<file path="src/rtl/hazard_scoreboard_if.sv">
// hazard_scoreboard_if
//   Groups the decode/execute-side signals of the hazard scoreboard into one bundle.
//   master : pipeline side. Drives the D-stage instruction description and the E-stage
//            resolution signals. Receives the stall, flush and forwarding controls and
//            the performance counters.
//   slave  : the scoreboard itself (the mirror image of master).
//   Signals:
//     d_valid, d_src_addr, d_src_used, d_wr_en, d_wa, d_is_load, d_pc_wr
//         Describe the instruction currently in D. Operand i of d_src_addr sits at
//         [i*REG_AW +: REG_AW].
//     e_cond_pass, e_branch_taken
//         E-stage condition check result and taken-branch resolution.
//     clr_cnt
//         Synchronous clear of both performance counters.
//     stall_f, stall_d, flush_d, flush_e
//         Pipeline controls.
//     fwd_sel
//         Per E operand: 0 = register file, k = result held in scoreboard slot k.
//     stall_cnt, flush_cnt
//         Saturating performance counters.
interface hazard_scoreboard_if #(
  parameter int REG_AW  = 4,
  parameter int NUM_SRC = 2,
  parameter int CNT_W   = 16,
  parameter int SEL_W   = 2
);
  logic                      d_valid;
  logic [NUM_SRC*REG_AW-1:0] d_src_addr;
  logic [NUM_SRC-1:0]        d_src_used;
  logic                      d_wr_en;
  logic [REG_AW-1:0]         d_wa;
  logic                      d_is_load;
  logic                      d_pc_wr;
  logic                      e_cond_pass;
  logic                      e_branch_taken;
  logic                      clr_cnt;
  logic                      stall_f;
  logic                      stall_d;
  logic                      flush_d;
  logic                      flush_e;
  logic [NUM_SRC*SEL_W-1:0]  fwd_sel;
  logic [CNT_W-1:0]          stall_cnt;
  logic [CNT_W-1:0]          flush_cnt;

  modport master (
    output d_valid, d_src_addr, d_src_used, d_wr_en, d_wa, d_is_load, d_pc_wr,
    output e_cond_pass, e_branch_taken, clr_cnt,
    input  stall_f, stall_d, flush_d, flush_e, fwd_sel, stall_cnt, flush_cnt
  );

  modport slave (
    input  d_valid, d_src_addr, d_src_used, d_wr_en, d_wa, d_is_load, d_pc_wr,
    input  e_cond_pass, e_branch_taken, clr_cnt,
    output stall_f, stall_d, flush_d, flush_e, fwd_sel, stall_cnt, flush_cnt
  );
endinterface

</file>
<file path="src/rtl/hazard_scoreboard.sv">
// hazard_scoreboard
//   Hazard and forwarding controller for the in-order pipelined core.
//   Every in-flight register writer after Decode sits in a shift-register scoreboard:
//   slot 0 is E and slot DEPTH-1 is W. From that state the block derives:
//     - the load-use stall,
//     - the PC-write and branch flushes,
//     - the per-operand forwarding selects.
//   It also keeps two saturating performance counters.
//   Ports:
//     clk : clock.
//     rst : synchronous, active-high reset. All hazard outputs read 0 while it is high.
//     bus : hazard_scoreboard_if.slave, carrying the D/E inputs, the controls and the
//           counters.
module hazard_scoreboard #(
  parameter int REG_AW   = 4,
  parameter int DEPTH    = 3,
  parameter int LOAD_LAT = 1,
  parameter int NUM_SRC  = 2,
  parameter int CNT_W    = 16,
  parameter int SEL_W    = $clog2(DEPTH)
) (
  input  logic               clk,
  input  logic               rst,
  hazard_scoreboard_if.slave bus
);

  localparam logic [REG_AW-1:0] PC_REG = '1;
  localparam int                AV_W   = $clog2(DEPTH + 1);
  // avail = first slot index+1 at which the result can be forwarded
  localparam logic [AV_W-1:0] AVAIL_LOAD = AV_W'(1 + LOAD_LAT);
  localparam logic [AV_W-1:0] AVAIL_ALU  = AV_W'(1);

  // Scoreboard state
  logic [DEPTH-1:0]  slotValid;
  logic [DEPTH-1:0]  slotWrEn;
  logic [DEPTH-1:0]  slotPcWr;
  logic [REG_AW-1:0] slotWa    [DEPTH];
  // The W slot never gates a stall, so avail is only kept for slots 0..DEPTH-2
  logic [AV_W-1:0]   slotAvail [DEPTH-1];
  // Source operands of the instruction in E (slot 0 only)
  logic [REG_AW-1:0]  eSrcAddr [NUM_SRC];
  logic [NUM_SRC-1:0] eSrcUsed;

  logic [CNT_W-1:0] stallCnt;
  logic [CNT_W-1:0] flushCnt;

  // Combinational hazard terms
  logic [REG_AW-1:0]        dSrc [NUM_SRC];
  logic                     dHit [NUM_SRC][DEPTH-1];
  logic                     eHit [NUM_SRC][1:DEPTH-1];
  logic [NUM_SRC-1:0]       srcLate;
  logic                     ldrStall;
  logic                     pcPending;
  logic                     flushE;
  logic                     flushD;
  logic                     s0Valid;
  logic [NUM_SRC*SEL_W-1:0] fwdFlat;

  // Match matrices: D operands against slots 0..DEPTH-2 (stall check), and E operands
  // against slots 1..DEPTH-1 (forwarding). Reads of the PC never match because the PC
  // value is supplied by the fetch path, not by the forwarding network.
  genvar gi, gk;
  generate
    for (gi = 0; gi < NUM_SRC; gi++) begin : g_src
      assign dSrc[gi] = bus.d_src_addr[gi*REG_AW +: REG_AW];

      for (gk = 0; gk < DEPTH - 1; gk++) begin : g_dhit
        assign dHit[gi][gk] = slotValid[gk] & slotWrEn[gk] &
                              (slotWa[gk] == dSrc[gi]) & (dSrc[gi] != PC_REG) &
                              bus.d_src_used[gi];
      end

      for (gk = 1; gk < DEPTH; gk++) begin : g_ehit
        assign eHit[gi][gk] = slotValid[gk] & slotWrEn[gk] &
                              (slotWa[gk] == eSrcAddr[gi]) & (eSrcAddr[gi] != PC_REG) &
                              eSrcUsed[gi];
      end
    end
  endgenerate

  // Walk from oldest to youngest so that the youngest matching writer decides.
  always_comb begin
    srcLate = '0;
    for (int i = 0; i < NUM_SRC; i++) begin
      for (int k = DEPTH - 2; k >= 0; k--) begin
        if (dHit[i][k]) begin
          srcLate[i] = ((k + 1) < int'(slotAvail[k]));
        end
      end
    end
    ldrStall = |srcLate;
  end

  always_comb begin
    fwdFlat = '0;
    for (int i = 0; i < NUM_SRC; i++) begin
      for (int k = DEPTH - 1; k >= 1; k--) begin
        if (eHit[i][k]) begin
          fwdFlat[i*SEL_W +: SEL_W] = SEL_W'(k);
        end
      end
    end
  end

  // A PC writer blocks fetch until it reaches W. The W-stage write itself only needs
  // one more D flush.
  assign pcPending = (bus.d_valid & bus.d_pc_wr) | (|slotPcWr[DEPTH-2:0]);
  assign flushE    = ldrStall | bus.e_branch_taken;
  assign flushD    = pcPending | slotPcWr[DEPTH-1] | bus.e_branch_taken;
  assign s0Valid   = bus.d_valid & ~flushE;

  // Control flags shift with reset. A condition failure in E cancels the write as the
  // instruction leaves E.
  always_ff @(posedge clk) begin
    if (rst) begin
      slotValid <= '0;
      slotWrEn  <= '0;
      slotPcWr  <= '0;
      eSrcUsed  <= '0;
    end else begin
      slotValid[0] <= s0Valid;
      slotWrEn[0]  <= s0Valid & bus.d_wr_en;
      slotPcWr[0]  <= s0Valid & bus.d_pc_wr;
      eSrcUsed     <= s0Valid ? bus.d_src_used : '0;
      slotValid[1] <= slotValid[0];
      slotWrEn[1]  <= slotWrEn[0] & bus.e_cond_pass;
      slotPcWr[1]  <= slotPcWr[0] & bus.e_cond_pass;
      for (int k = 2; k < DEPTH; k++) begin
        slotValid[k] <= slotValid[k-1];
        slotWrEn[k]  <= slotWrEn[k-1];
        slotPcWr[k]  <= slotPcWr[k-1];
      end
    end
  end

  // Payload fields are qualified by the flags above, so they need no reset.
  always_ff @(posedge clk) begin
    slotWa[0]    <= bus.d_wa;
    slotAvail[0] <= bus.d_is_load ? AVAIL_LOAD : AVAIL_ALU;
    for (int k = 1; k < DEPTH; k++) begin
      slotWa[k] <= slotWa[k-1];
    end
    for (int k = 1; k < DEPTH - 1; k++) begin
      slotAvail[k] <= slotAvail[k-1];
    end
    for (int i = 0; i < NUM_SRC; i++) begin
      eSrcAddr[i] <= dSrc[i];
    end
  end

  // Saturating counters. A clear takes priority over a same-cycle increment.
  always_ff @(posedge clk) begin
    if (rst || bus.clr_cnt) begin
      stallCnt <= '0;
      flushCnt <= '0;
    end else begin
      if (ldrStall && !(&stallCnt)) begin
        stallCnt <= stallCnt + CNT_W'(1);
      end
      if (flushD && !(&flushCnt)) begin
        flushCnt <= flushCnt + CNT_W'(1);
      end
    end
  end

  assign bus.stall_f   = ~rst & (ldrStall | pcPending);
  assign bus.stall_d   = ~rst & ldrStall;
  assign bus.flush_d   = ~rst & flushD;
  assign bus.flush_e   = ~rst & flushE;
  assign bus.fwd_sel   = rst ? '0 : fwdFlat;
  assign bus.stall_cnt = stallCnt;
  assign bus.flush_cnt = flushCnt;

endmodule

</file>
<file path="src/flat_wrapper.sv">
// flat-port wrapper written by rule: the top's interface ports become plain ports
module hazard_scoreboard_flat 
#(
  parameter int REG_AW   = 4,
  parameter int DEPTH    = 3,
  parameter int LOAD_LAT = 1,
  parameter int NUM_SRC  = 2,
  parameter int CNT_W    = 16,
  parameter int SEL_W    = $clog2(DEPTH)
)
  (clk, rst, bus_d_valid, bus_d_src_addr, bus_d_src_used, bus_d_wr_en, bus_d_wa, bus_d_is_load, bus_d_pc_wr, bus_e_cond_pass, bus_e_branch_taken, bus_clr_cnt, bus_stall_f, bus_stall_d, bus_flush_d, bus_flush_e, bus_fwd_sel, bus_stall_cnt, bus_flush_cnt);
  hazard_scoreboard_if #(.REG_AW(REG_AW), .NUM_SRC(NUM_SRC), .CNT_W(CNT_W), .SEL_W(SEL_W)) bus_i ();
  input  logic clk;
  input  logic rst;
  input wire logic [$bits(bus_i.d_valid)-1:0] bus_d_valid;
  input wire logic [$bits(bus_i.d_src_addr)-1:0] bus_d_src_addr;
  input wire logic [$bits(bus_i.d_src_used)-1:0] bus_d_src_used;
  input wire logic [$bits(bus_i.d_wr_en)-1:0] bus_d_wr_en;
  input wire logic [$bits(bus_i.d_wa)-1:0] bus_d_wa;
  input wire logic [$bits(bus_i.d_is_load)-1:0] bus_d_is_load;
  input wire logic [$bits(bus_i.d_pc_wr)-1:0] bus_d_pc_wr;
  input wire logic [$bits(bus_i.e_cond_pass)-1:0] bus_e_cond_pass;
  input wire logic [$bits(bus_i.e_branch_taken)-1:0] bus_e_branch_taken;
  input wire logic [$bits(bus_i.clr_cnt)-1:0] bus_clr_cnt;
  output wire logic [$bits(bus_i.stall_f)-1:0] bus_stall_f;
  output wire logic [$bits(bus_i.stall_d)-1:0] bus_stall_d;
  output wire logic [$bits(bus_i.flush_d)-1:0] bus_flush_d;
  output wire logic [$bits(bus_i.flush_e)-1:0] bus_flush_e;
  output wire logic [$bits(bus_i.fwd_sel)-1:0] bus_fwd_sel;
  output wire logic [$bits(bus_i.stall_cnt)-1:0] bus_stall_cnt;
  output wire logic [$bits(bus_i.flush_cnt)-1:0] bus_flush_cnt;
  assign bus_i.d_valid = bus_d_valid;
  assign bus_i.d_src_addr = bus_d_src_addr;
  assign bus_i.d_src_used = bus_d_src_used;
  assign bus_i.d_wr_en = bus_d_wr_en;
  assign bus_i.d_wa = bus_d_wa;
  assign bus_i.d_is_load = bus_d_is_load;
  assign bus_i.d_pc_wr = bus_d_pc_wr;
  assign bus_i.e_cond_pass = bus_e_cond_pass;
  assign bus_i.e_branch_taken = bus_e_branch_taken;
  assign bus_i.clr_cnt = bus_clr_cnt;
  assign bus_stall_f = bus_i.stall_f;
  assign bus_stall_d = bus_i.stall_d;
  assign bus_flush_d = bus_i.flush_d;
  assign bus_flush_e = bus_i.flush_e;
  assign bus_fwd_sel = bus_i.fwd_sel;
  assign bus_stall_cnt = bus_i.stall_cnt;
  assign bus_flush_cnt = bus_i.flush_cnt;
  hazard_scoreboard #(.REG_AW(REG_AW), .DEPTH(DEPTH), .LOAD_LAT(LOAD_LAT), .NUM_SRC(NUM_SRC), .CNT_W(CNT_W), .SEL_W(SEL_W)) u_core (.clk(clk), .rst(rst), .bus(bus_i));
endmodule
</file>
<file path="config.mk">
export PLATFORM = sky130hd
export DESIGN_NAME = hazard_scoreboard_flat
export DESIGN_NICKNAME = d
export VERILOG_FILES = /design/src/rtl/hazard_scoreboard_if.sv /design/src/rtl/hazard_scoreboard.sv /design/src/flat_wrapper.sv
export SDC_FILE = /design/constraint.sdc
export NUM_CORES = 1
export LEC_CHECK = 0
export ABC_AREA = 1
export BUFFER_PORTS_ARGS = -buffer_cell sky130_fd_sc_hd__buf_2
export CAP_MARGIN = 25
export CORE_AREA = 5 5 84 86
export CTS_BUF_LIST = sky130_fd_sc_hd__clkbuf_16
export DETAILED_ROUTE_END_ITERATION = 12
export DIE_AREA = 0 0 89 91
export GPL_TIMING_DRIVEN = 0
export MAX_ROUTING_LAYER = met4
export PLACE_DENSITY = 0.8
export SLEW_MARGIN = 5
export SYNTH_ARGS = -nofsm -noshare
export SYNTH_HDL_FRONTEND = slang
export SYNTH_SLANG_ARGS = --single-unit
</file>
<file path="constraint.sdc">
create_clock -name clk -period 2.6 [get_ports clk]
set_input_delay 0.52 -clock clk [delete_from_list [all_inputs] [get_ports clk]]
set_output_delay 0.52 -clock clk [all_outputs]
set_load 0.02 [all_outputs]
</file>
==> results.py, run 1 <==
metrics = {
    "worst_setup_path": {
        "required_ns": 2.08,
        "critPathMaxFanout": 15,
        "crit_path_cell_trace": "buf_2 -> inv_1 -> nand2_1 -> nand2_1 -> nand2_1 -> nor2_1 -> nand2_1 -> nand2_1 -> nand2_1 -> nand3_4 -> nor2_1 -> nor2_1 -> buf_2",
        "critPathMaxStageDelay_ns": 0.31,
        "cp_data_arrival_time_ns": 1.86,
        "critPathLaunchType": "flip-flop",
        "criticalPathCategory": "reg2out",
        "slowest_stage": "dfxtp_1",
        "cp_common_cell": "nand2_1",
        "endpoint_kind": "output port",
    },
    "sta": {
        "period_minus_slack_ns": 2.38,
        "min_period_over_period": 0.916,
        "slew_headroom": 0.642,
        "worst_pin_slew_ns": 0.537,
        "fmax_mhz": 420,
        "slew_viol_final": 0,
        "fin_skew_ns": 0.00866,
        "hold_viol": 0,
        "setup_viol": 0,
        "setup-tns-final_ns": 0,
    },
    "floorplan": {
        "die_area_mm2": 0.00810,
        "row_count": 29,
        "io_pins": 63,
        "core_area_mm2": 0.00620,
        "die_height_um": 91,
        "die_w_um": 89,
        "start_util": 0.532,
    },
    "yosys": {
        "synth-compound-area-share": 0.0838,
        "yosysTopAreaCellShare": 0.407,
        "synthMuxAreaShare": 0,
        "synthesis.nets": 501,
        "synth.largest_area_cell": "dfxtp_1",
        "synth_edf_count": 0,
        "synthFlopType": "dfxtp_1",
        "synthSimpleGateAreaFrac": 0.353,
        "synth_xor_area_frac": 0.0478,
        "synth.avg_cell_area_um2": 6.93,
        "synth_most_common_cell": "nand2_1",
        "synthesis.area_mm2": 0.00330,
        "synth-async-reset-ratio": 0,
        "ys_seq_area_frac": 0.407,
        "yosysWarnings": 0,
        "synth_top_family_by_area": "simple AND/OR/NAND/NOR gates",
        "yosys-top-cells-area": "dfxtp_1 41%, nand2_1 13%, nor2_1 8.0%",
        "synth_seq_cells": 67,
        "synth_common_cells": "111 x nand2_1, 70 x nor2_1, 67 x dfxtp_1, 63 x inv_1, 30 x nand3_1",
        "syn_inst": 476,
        "synth_fa_ha_area_frac": 0.00759,
        "yosysUniqueCellTypes": 37,
    },
    "clock_tree": {
        "clk_pin_slew_ns": 0.05,
        "cts_sinks": 67,
        "h-tree-depth": 3,
        "cts_tree": "built",
        "cts_made_buffers": 9,
        "clockBufferDepth": 2,
        "clkLatencyLatePin_ns": 0.33,
        "cts.root.buffer_cell": "clkbuf_16",
    },
    "pwr": {
        "ir_worst_vdd_v": 0.000484,
        "p_leak_nw": 1.82,
        "power_density_mw_per_mm2": 578,
    },
    "final_layout": {
        "fin_nets": 573,
        "area.sequential_mm2": 0.00134,
        "drive_above_1_share": 0.181,
        "areaGrowthSynthToFinish_pct": 20.1,
        "postLayoutCellArea_mm2": 0.00396,
        "postLayoutCoreUtil": 0.638,
        "fin_cells": 630,
        "diodes": 0,
        "fillers": 536,
        "multiInputGateArea_mm2": 0.00162,
    },
    "grt": {
        "grt_antenna_before_repair": 0,
        "grt_max_degree": 12,
        "grt_usage": 0.215,
        "overflow": 0,
        "grt_pass1_vias": 3052,
        "grt_pass1_wl_um": 13500,
    },
    "route": {
        "vias": 3283,
        "antenna_left": 0,
        "drt_iter0_markers": 170,
        "wl_per_cell_um": 12.6,
        "drc": 0,
        "dr.pass1.iters": 6,
        "viasPerCell": 5.21,
        "wl_um": 7960,
    },
    "placed_design": {
        "dp_hpwl_um": 5840,
        "dpl_cell_area_mm2": 0.00370,
        "gp_congestion": 0.936,
        "numPlacedInstances": 615,
        "portBuffers": 62,
    },
    "status": {
        "status": "complete, no violations",
    },
    "worst_hold_path": {
        "hold_class": "in2reg",
    },
    "run": {
        "drv_cap": 0,
    },
}
## cells by family after synthesis
family	Yosys count
AOI/OAI and AO/OA	51
xor gates and xnor gates	18
adders and majority gates	2
buffers and inverters	79
DFF	67
and+or+nand+nor	259
## layout make-up
cell class                      count  area share
Buffer                              8      0.0158
Clock buffer                        9      0.0569
Multi-Input combinational cell    330       0.410
Timing Repair Buffer               62      0.0784
Sequential cell                    67       0.339
Clock inverter                      7     0.00885
Inverter                           70      0.0664
Tap cell                           77      0.0243
## worst paths after layout
kind	start	end	slack (ns)	depth (start not counted)
worst max-delay path	u_core.slotWa[0][6]	bus_stall_f	0.22	13
worst min-delay path	bus_d_wa[3]	u_core.slotWa[0][3]	0.30	1
worst max register to register	u_core.bus.flush_cnt[0]	u_core.bus.flush_cnt[0]	0.79	11
worst min register to register	u_core.slotAvail[0][0]	u_core.slotAvail[0][2]	0.32	0
## routing by layer
| metal | GRT usage | vias up | wire length, um |
|---|---|---|---|
| met1 | 0.263 | 1494 | 3450 |
| li1 | - | 1663 | - |
| met3 | 0.0480 | 17 | 436 |
| met2 | 0.339 | 109 | 3910 |
| met4 | 0.0906 | 0 | 161 |
| met5 | - | - | 0 |
## flip-flops by register name (all words and copies together), names as in the netlist
register,flops
u_core.slotWa,12
u_core.slotAvail,4
u_core.bus.stall_cnt,16
u_core.eSrcAddr,8
u_core.slotPcWr,3
u_core.eSrcUsed,2
u_core.bus.flush_cnt,16
u_core.slotValid,3
u_core.slotWrEn,3
## per-stage QoR
| step | power, mW | worst slack (ns) | hold slack [ns] |
|---|---|---|---|
| CTS | 2.29 | 0.0547 | 0.290 |
| global placement | 1.25 | 0.162 | 0.311 |
| finish | 2.29 | 0.219 | 0.297 |
| detailed placement | 1.25 | 0.151 | 0.314 |
| global route | 2.38 | -0.00570 | 0.286 |
| floorplan | 1.19 | 0.510 | 0.310 |
## where the power goes
part | total (mW) | switching [mW] | internal [mW]
Clock | 1.06 | 0.428 | 0.629
Sequential | 1.08 | 0.0245 | 1.05
Combinational | 0.155 | 0.0950 | 0.0595
Total | 2.29 | 0.548 | 1.74
## placed cells by master, fill, tap and decap left out, drive strengths merged, types with 10 or more instances in the layout
cell type  synthesis  final
clkbuf             2     11
nand3             32     32
inv               70     70
xor2              12     12
nor2              74     74
nand4             10     10
o21ai             14     14
a21oi             26     26
nor3              20     20
nand2            113    113
buf                7     68
dfxtp             67     67
## what timing repair did
item                                    4_1_cts  5_1_grt
gates resized for setup                       0        3
endpoints found under the setup margin        0        2
setup buffers                                 0        0
hold buffers                                  0        0
## critical path: cells and delay by family, from the launching register on
kind	cells	cell delay, ns
flops	1	0.31
simple gates	10	0.83
buf+inv	3	0.40
Note: power is estimated with default switching activity, not from simulation.
==> inputs of run 2 (changes only) <==
ABC_AREA = default   (was 1)
CORE_AREA = 5 5 78 80   (was 5 5 84 86)
DIE_AREA = 0 0 83 85   (was 0 0 89 91)
GPL_ROUTABILITY_DRIVEN = 0   (was default)
PLACE_DENSITY = 0.81   (was 0.8)
==> results.py, run 2 <==
metrics = {
    "sta": {
        "slew_viol_final": 0,
        "setup-tns-final_ns": 0,
        "period_minus_slack_ns": 2.53,
        "slew_headroom": 0.599,
        "min_period_over_period": 0.972,
        "worst_pin_slew_ns": 0.598,
        "fmax_mhz": 396,
        "fin_skew_ns": 0.00507,
        "hold_viol": 0,
        "setup_viol": 0,
    },
    "worst_setup_path": {
        "crit_path_cell_trace": "nand4_1 -> nor4_2 -> mux2i_2 -> o22a_2 -> a21oi_2 -> buf_4",
        "critPathLaunchType": "flip-flop",
        "critPathMaxFanout": 4,
        "critPathMaxStageDelay_ns": 0.37,
        "required_ns": 2.08,
        "endpoint_kind": "output port",
        "criticalPathCategory": "reg2out",
        "r2r_cells": 8,
        "reg2reg_from": "u_core.slotValid[1]",
        "slowest_stage": "nor4_2",
        "reg2reg_to": "u_core.bus.stall_cnt[10]",
        "cp_data_arrival_time_ns": 2.01,
        "reg2reg_slack_ns": 0.26,
    },
    "yosys": {
        "synthesis.area_mm2": 0.00283,
        "synth-async-reset-ratio": 0,
        "synthFlopType": "dfxtp_1",
        "yosys-top-cells-area": "dfxtp_1 47%, xnor2_1 7.4%, xor2_1 6.8%",
        "synth.avg_cell_area_um2": 9.21,
        "syn_inst": 307,
        "yosysTopAreaCellShare": 0.474,
        "synth.largest_area_cell": "dfxtp_1",
        "synth_edf_count": 0,
        "synth_seq_cells": 67,
        "synthesis.nets": 332,
        "synth_common_cells": "67 x dfxtp_1, 26 x nor2_1, 24 x xnor2_1, 22 x nand3_1, 22 x xor2_1",
        "yosysUniqueCellTypes": 39,
        "synth_most_common_cell": "dfxtp_1",
        "yosysWarnings": 0,
        "ys_seq_area_frac": 0.474,
    },
    "floorplan": {
        "io_pins": 63,
        "die_height_um": 85,
        "row_count": 27,
        "die_w_um": 83,
        "start_util": 0.530,
        "core_area_mm2": 0.00534,
        "die_area_mm2": 0.00706,
    },
    "worst_hold_path": {
        "hp-start": "bus_d_wa[3]",
        "hold_class": "in2reg",
        "min_to": "u_core.slotWa[0][3]",
        "min_path_cells": 1,
    },
    "final_layout": {
        "fillers": 418,
        "fin_nets": 409,
        "postLayoutCoreUtil": 0.684,
        "drive_above_1_share": 0.270,
        "final_cell_mix": "62 x buf_2, 61 x dfxtp_1, 26 x nor2_1",
        "areaGrowthSynthToFinish_pct": 29.1,
        "diodes": 0,
        "final_common_cell": "buf_2",
    },
    "pwr": {
        "power_density_mw_per_mm2": 686,
        "p_leak_nw": 1.48,
        "ir_worst_vdd_v": 0.000529,
        "total_power_mw": 2.51,
    },
    "placed_design": {
        "portBuffers": 62,
        "dp_hpwl_um": 4710,
    },
    "grt": {
        "grt_max_degree": 13,
        "overflow": 0,
        "grt_pass1_vias": 2395,
        "grt_pass1_wl_um": 11100,
        "grt_usage": 0.202,
        "grt_antenna_before_repair": 0,
    },
    "clock_tree": {
        "cts_tree": "built",
        "cts.root.buffer_cell": "clkbuf_16",
        "clkLatencyLatePin_ns": 0.33,
        "cts_made_buffers": 9,
        "clk_pin_slew_ns": 0.06,
        "h-tree-depth": 3,
        "ctsHoldBuffers": 0,
        "cts_sinks": 67,
        "clockBufferDepth": 2,
    },
    "route": {
        "drc": 0,
        "viasPerCell": 5.39,
        "vias": 2485,
        "antenna_left": 0,
        "drt_iter0_markers": 126,
        "dr.pass1.iters": 4,
        "wl_per_cell_um": 14.8,
        "wl_um": 6820,
    },
    "status": {
        "status": "complete, no violations",
    },
    "run": {
        "drv_cap": 0,
    },
}
-- run 2: cell count changes after synthesis, sizes merged, moves of 6 or more --
cell,before,now
inv,70,4
nand2,113,19
nor4,2,9
nand4,10,18
and3,1,7
xor2,12,22
nand3,32,22
nor3,20,7
a21oi,26,14
xnor2,6,25
nor2,74,26
or3,1,10
-- run 2: layout make-up --
cell class,count,area (um2),share of cell area
Buffer,9,43.8,0.0120
Clock buffer,9,225,0.0616
Clock inverter,7,93.8,0.0257
Inverter,4,15.0,0.00411
Multi-Input combinational cell,226,1480,0.405
Sequential cell,67,1350,0.371
Tap cell,72,90.1,0.0247
Timing Repair Buffer,67,350,0.0959
-- run 2: critical path, delay by kind of cell (launching register included) --
kind                   cells  cell delay [ns]
AND/OR/NAND/NOR            2             0.58
AO/OA/AOI/OAI              2             0.44
flip-flops                 1             0.35
buffers and inverters      1             0.16
multiplexers               1             0.15
-- run 2: report_power, final --
group | total, mW | switching (mW) | internal (mW) | leakage, nW
clock | 1.29 | 0.457 | 0.835 | 0.145
combinational | 0.137 | 0.0723 | 0.0644 | 0.784
sequential | 1.08 | 0.0274 | 1.05 | 0.551
total | 2.51 | 0.556 | 1.95 | 1.48
-- run 2: metal layers --
metal / wire, um / up-vias / global-route usage
li1: - / 1241 / -
met1: 2990 / 1149 / 0.237
met2: 3300 / 81 / 0.329
met3: 408 / 14 / 0.0495
met4: 125 / 0 / 0.0951
met5: 0 / - / -
-- run 2: cells by family (layout without fill, tap and decap cells) --
logic type / count (synthesis) / in the layout / synth area share
AO/OA/AOI/OAI: 38 / 38 / 0.0809
XOR/XNOR: 47 / 47 / 0.148
adder cells (fa/ha/maj): 2 / 2 / 0.00884
buffers and inverters: 14 / 96 / 0.0221
flip-flops: 67 / 67 / 0.474
multiplexers: 3 / 3 / 0.0106
AND/OR/NAND/NOR: 136 / 136 / 0.255
-- run 2: worst max-delay path by stage --
stage                                   start           to  depth (start not counted)
final                     u_core.slotValid[1]  bus_flush_e                          6
after global routing        bus_d_src_addr[0]  bus_flush_e                          8
after CTS                 u_core.slotWa[0][4]  bus_stall_f                          8
after detailed placement    bus_d_src_addr[0]  bus_flush_e                          9
after global placement      bus_d_src_addr[4]  bus_flush_e                          9
after floorplan             bus_d_src_addr[4]  bus_flush_e                          7
-- run 2: per-stage QoR --
stage	hold WS (ns)	setup WS, ns	cells	instance area [um2]
after global routing	0.285	-0.00552	461	3650
after detailed placement	0.319	-0.311	441	3230
final	0.289	0.0733	461	3650
after floorplan	0.310	0.189	307	2830
after CTS	0.287	-0.0344	458	3600
after global placement	0.313	-0.295	441	3230
-- run 2: repair_timing --
item,in CTS,in global routing
setup buffers,2,3
pin swaps,4,4
gates resized for setup,11,9
gates cloned,0,0
setup endpoints to repair,3,3
==> inputs of run 3 (changes only) <==
--- a/constraint.sdc
+++ b/constraint.sdc
@@ -3,2 +3,2 @@
 set_output_delay 0.52 -clock clk [all_outputs]
-set_load 0.02 [all_outputs]
+set_load 0.05 [all_outputs]
==> results.py, run 3 (same netlist as run 2, synthesis figures left out) <==
metrics = {
    "status": {
        "status": "finished with violations",
        "violations": "negative setup slack",
    },
    "placed_design": {
        "portBuffers": 62,
        "dp_hpwl_um": 4970,
        "dpl_cell_area_mm2": 0.00325,
        "numPlacedInstances": 441,
    },
    "worst_setup_path": {
        "cp_data_arrival_time_ns": 2.14,
        "criticalPathCategory": "reg2out",
        "required_ns": 2.08,
        "critPathBufInv": 2,
        "crit_path_cell_trace": "xor2_1 -> nor3_2 -> nand4_1 -> mux2i_2 -> o22a_2 -> buf_8 -> a21oi_4 -> buf_6",
        "critPathLaunchType": "flip-flop",
        "slowest_stage": "dfxtp_2",
        "critPathMaxStageDelay_ns": 0.33,
        "critPathMaxFanout": 3,
        "endpoint_kind": "output port",
        "cp_top_family": "compound AO/OA/AOI/OAI gates",
    },
    "final_layout": {
        "final_cell_mix": "60 x buf_2, 60 x dfxtp_1, 25 x nor2_1, 23 x xnor2_1",
        "postLayoutCellArea_mm2": 0.00367,
        "fin_nets": 410,
        "fin_cells": 462,
        "drive_above_1_share": 0.270,
        "areaGrowthSynthToFinish_pct": 29.7,
        "postLayoutCoreUtil": 0.687,
    },
    "sta": {
        "period_minus_slack_ns": 2.66,
        "fmax_mhz": 376,
        "setup_ws_ns": -0.0567,
        "fin_skew_ns": 0.00635,
        "slew_viol_final": 0,
        "worst_pin_slew_ns": 0.646,
        "rsz0062_at_grt": "yes",
        "slew_headroom": 0.566,
        "setup_viol": 2,
        "min_period_over_period": 1.02,
        "hold_viol": 0,
    },
    "clock_tree": {
        "clkLatencyLatePin_ns": 0.32,
        "h-tree-depth": 3,
        "clk_pin_slew_ns": 0.05,
        "cts.root.buffer_cell": "clkbuf_16",
        "cts_tree": "built",
        "clockBufferDepth": 2,
        "cts_made_buffers": 9,
        "cts_sinks": 67,
    },
    "route": {
        "viasPerCell": 5.54,
        "wl_um": 7320,
        "dr.pass1.iters": 4,
        "vias": 2559,
        "wl_per_cell_um": 15.8,
        "antenna_left": 0,
        "wl_met1_um": 2960,
        "drc": 0,
        "highest_layer": "met4",
        "met2_length_um": 3780,
        "wl_met3_um": 400,
        "drt_iter0_markers": 177,
    },
    "grt": {
        "grt_pass1_vias": 2546,
        "grt_max_degree": 11,
        "grt_antenna_before_repair": 1,
        "grt_usage": 0.217,
        "grt_pass1_wl_um": 12100,
        "overflow": 0,
    },
    "floorplan": {
        "die_w_um": 83,
        "row_count": 27,
        "die_height_um": 85,
        "core_area_mm2": 0.00534,
        "die_area_mm2": 0.00706,
        "start_util": 0.530,
        "io_pins": 63,
    },
    "pwr": {
        "total_power_mw": 2.45,
        "ir_worst_vdd_v": 0.000562,
        "power_density_mw_per_mm2": 668,
        "p_leak_nw": 1.49,
    },
    "worst_hold_path": {
        "hold_class": "in2reg",
    },
    "run": {
        "drv_cap": 0,
    },
}
-- run 3: cell count changes in the layout (fill, tap and decap cells not counted), sizes merged --
cell,change
clkinvlp,-4
inv,+2
clkinv,+1
diode,+1
buf,+1
-- run 3: worst paths after layout --
| kind | from | to | slack (ns) | cells after the start |
|---|---|---|---|---|
| hold reg to reg | u_core.slotAvail[0][0] | u_core.slotAvail[0][2] | 0.33 | 0 |
| setup / recovery | u_core.slotWa[0][2] | bus_flush_e | -0.06 | 8 |
| setup reg to reg | u_core.slotWa[0][2] | u_core.bus.stall_cnt[11] | 0.16 | 10 |
| hold / removal | bus_d_wa[1] | u_core.slotWa[0][1] | 0.30 | 1 |
-- run 3: where the power goes --
| part | switching (mW) | leakage (nW) | internal, mW |
|---|---|---|---|
| Clock | 0.404 | 0.157 | 0.819 |
| Sequential | 0.0302 | 0.551 | 1.05 |
| Combinational | 0.0820 | 0.784 | 0.0631 |
-- run 3: metal layers --
metal,global-route usage,up-vias
met3,0.0612,17
met2,0.366,83
met5,-,-
met4,0.0951,0
li1,-,1247
met1,0.241,1212
-- run 3: cell type report --
class	instances	area, um2
timing repair buffer	68	370
sequential	67	1350
clock buffer	9	225
antenna	1	2.50
tap	72	90.1
buffer	9	47.5
clock inverter	6	75.1
fill	426	1670
multi-input combinational	226	1490
inverter	4	15.0
-- run 3: what timing repair did --
item,4_1_cts,5_1_grt
pin swaps,7,4
cloned,0,0
endpoints found under the setup margin,3,3
resized for setup,18,10
setup buffers,2,4
hold buffers,0,0
-- run 3: stage by stage --
| stage | setup TNS (ns) | hold slack [ns] | setup WS, ns |
|---|---|---|---|
| floorplan | -0.479 | 0.310 | -0.188 |
| global placement | -0.767 | 0.312 | -0.324 |
| detailed placement | -0.912 | 0.323 | -0.376 |
| CTS | 0 | 0.289 | 0.00405 |
| global route | -0.251 | 0.290 | -0.109 |
| finish | -0.0924 | 0.300 | -0.0567 |
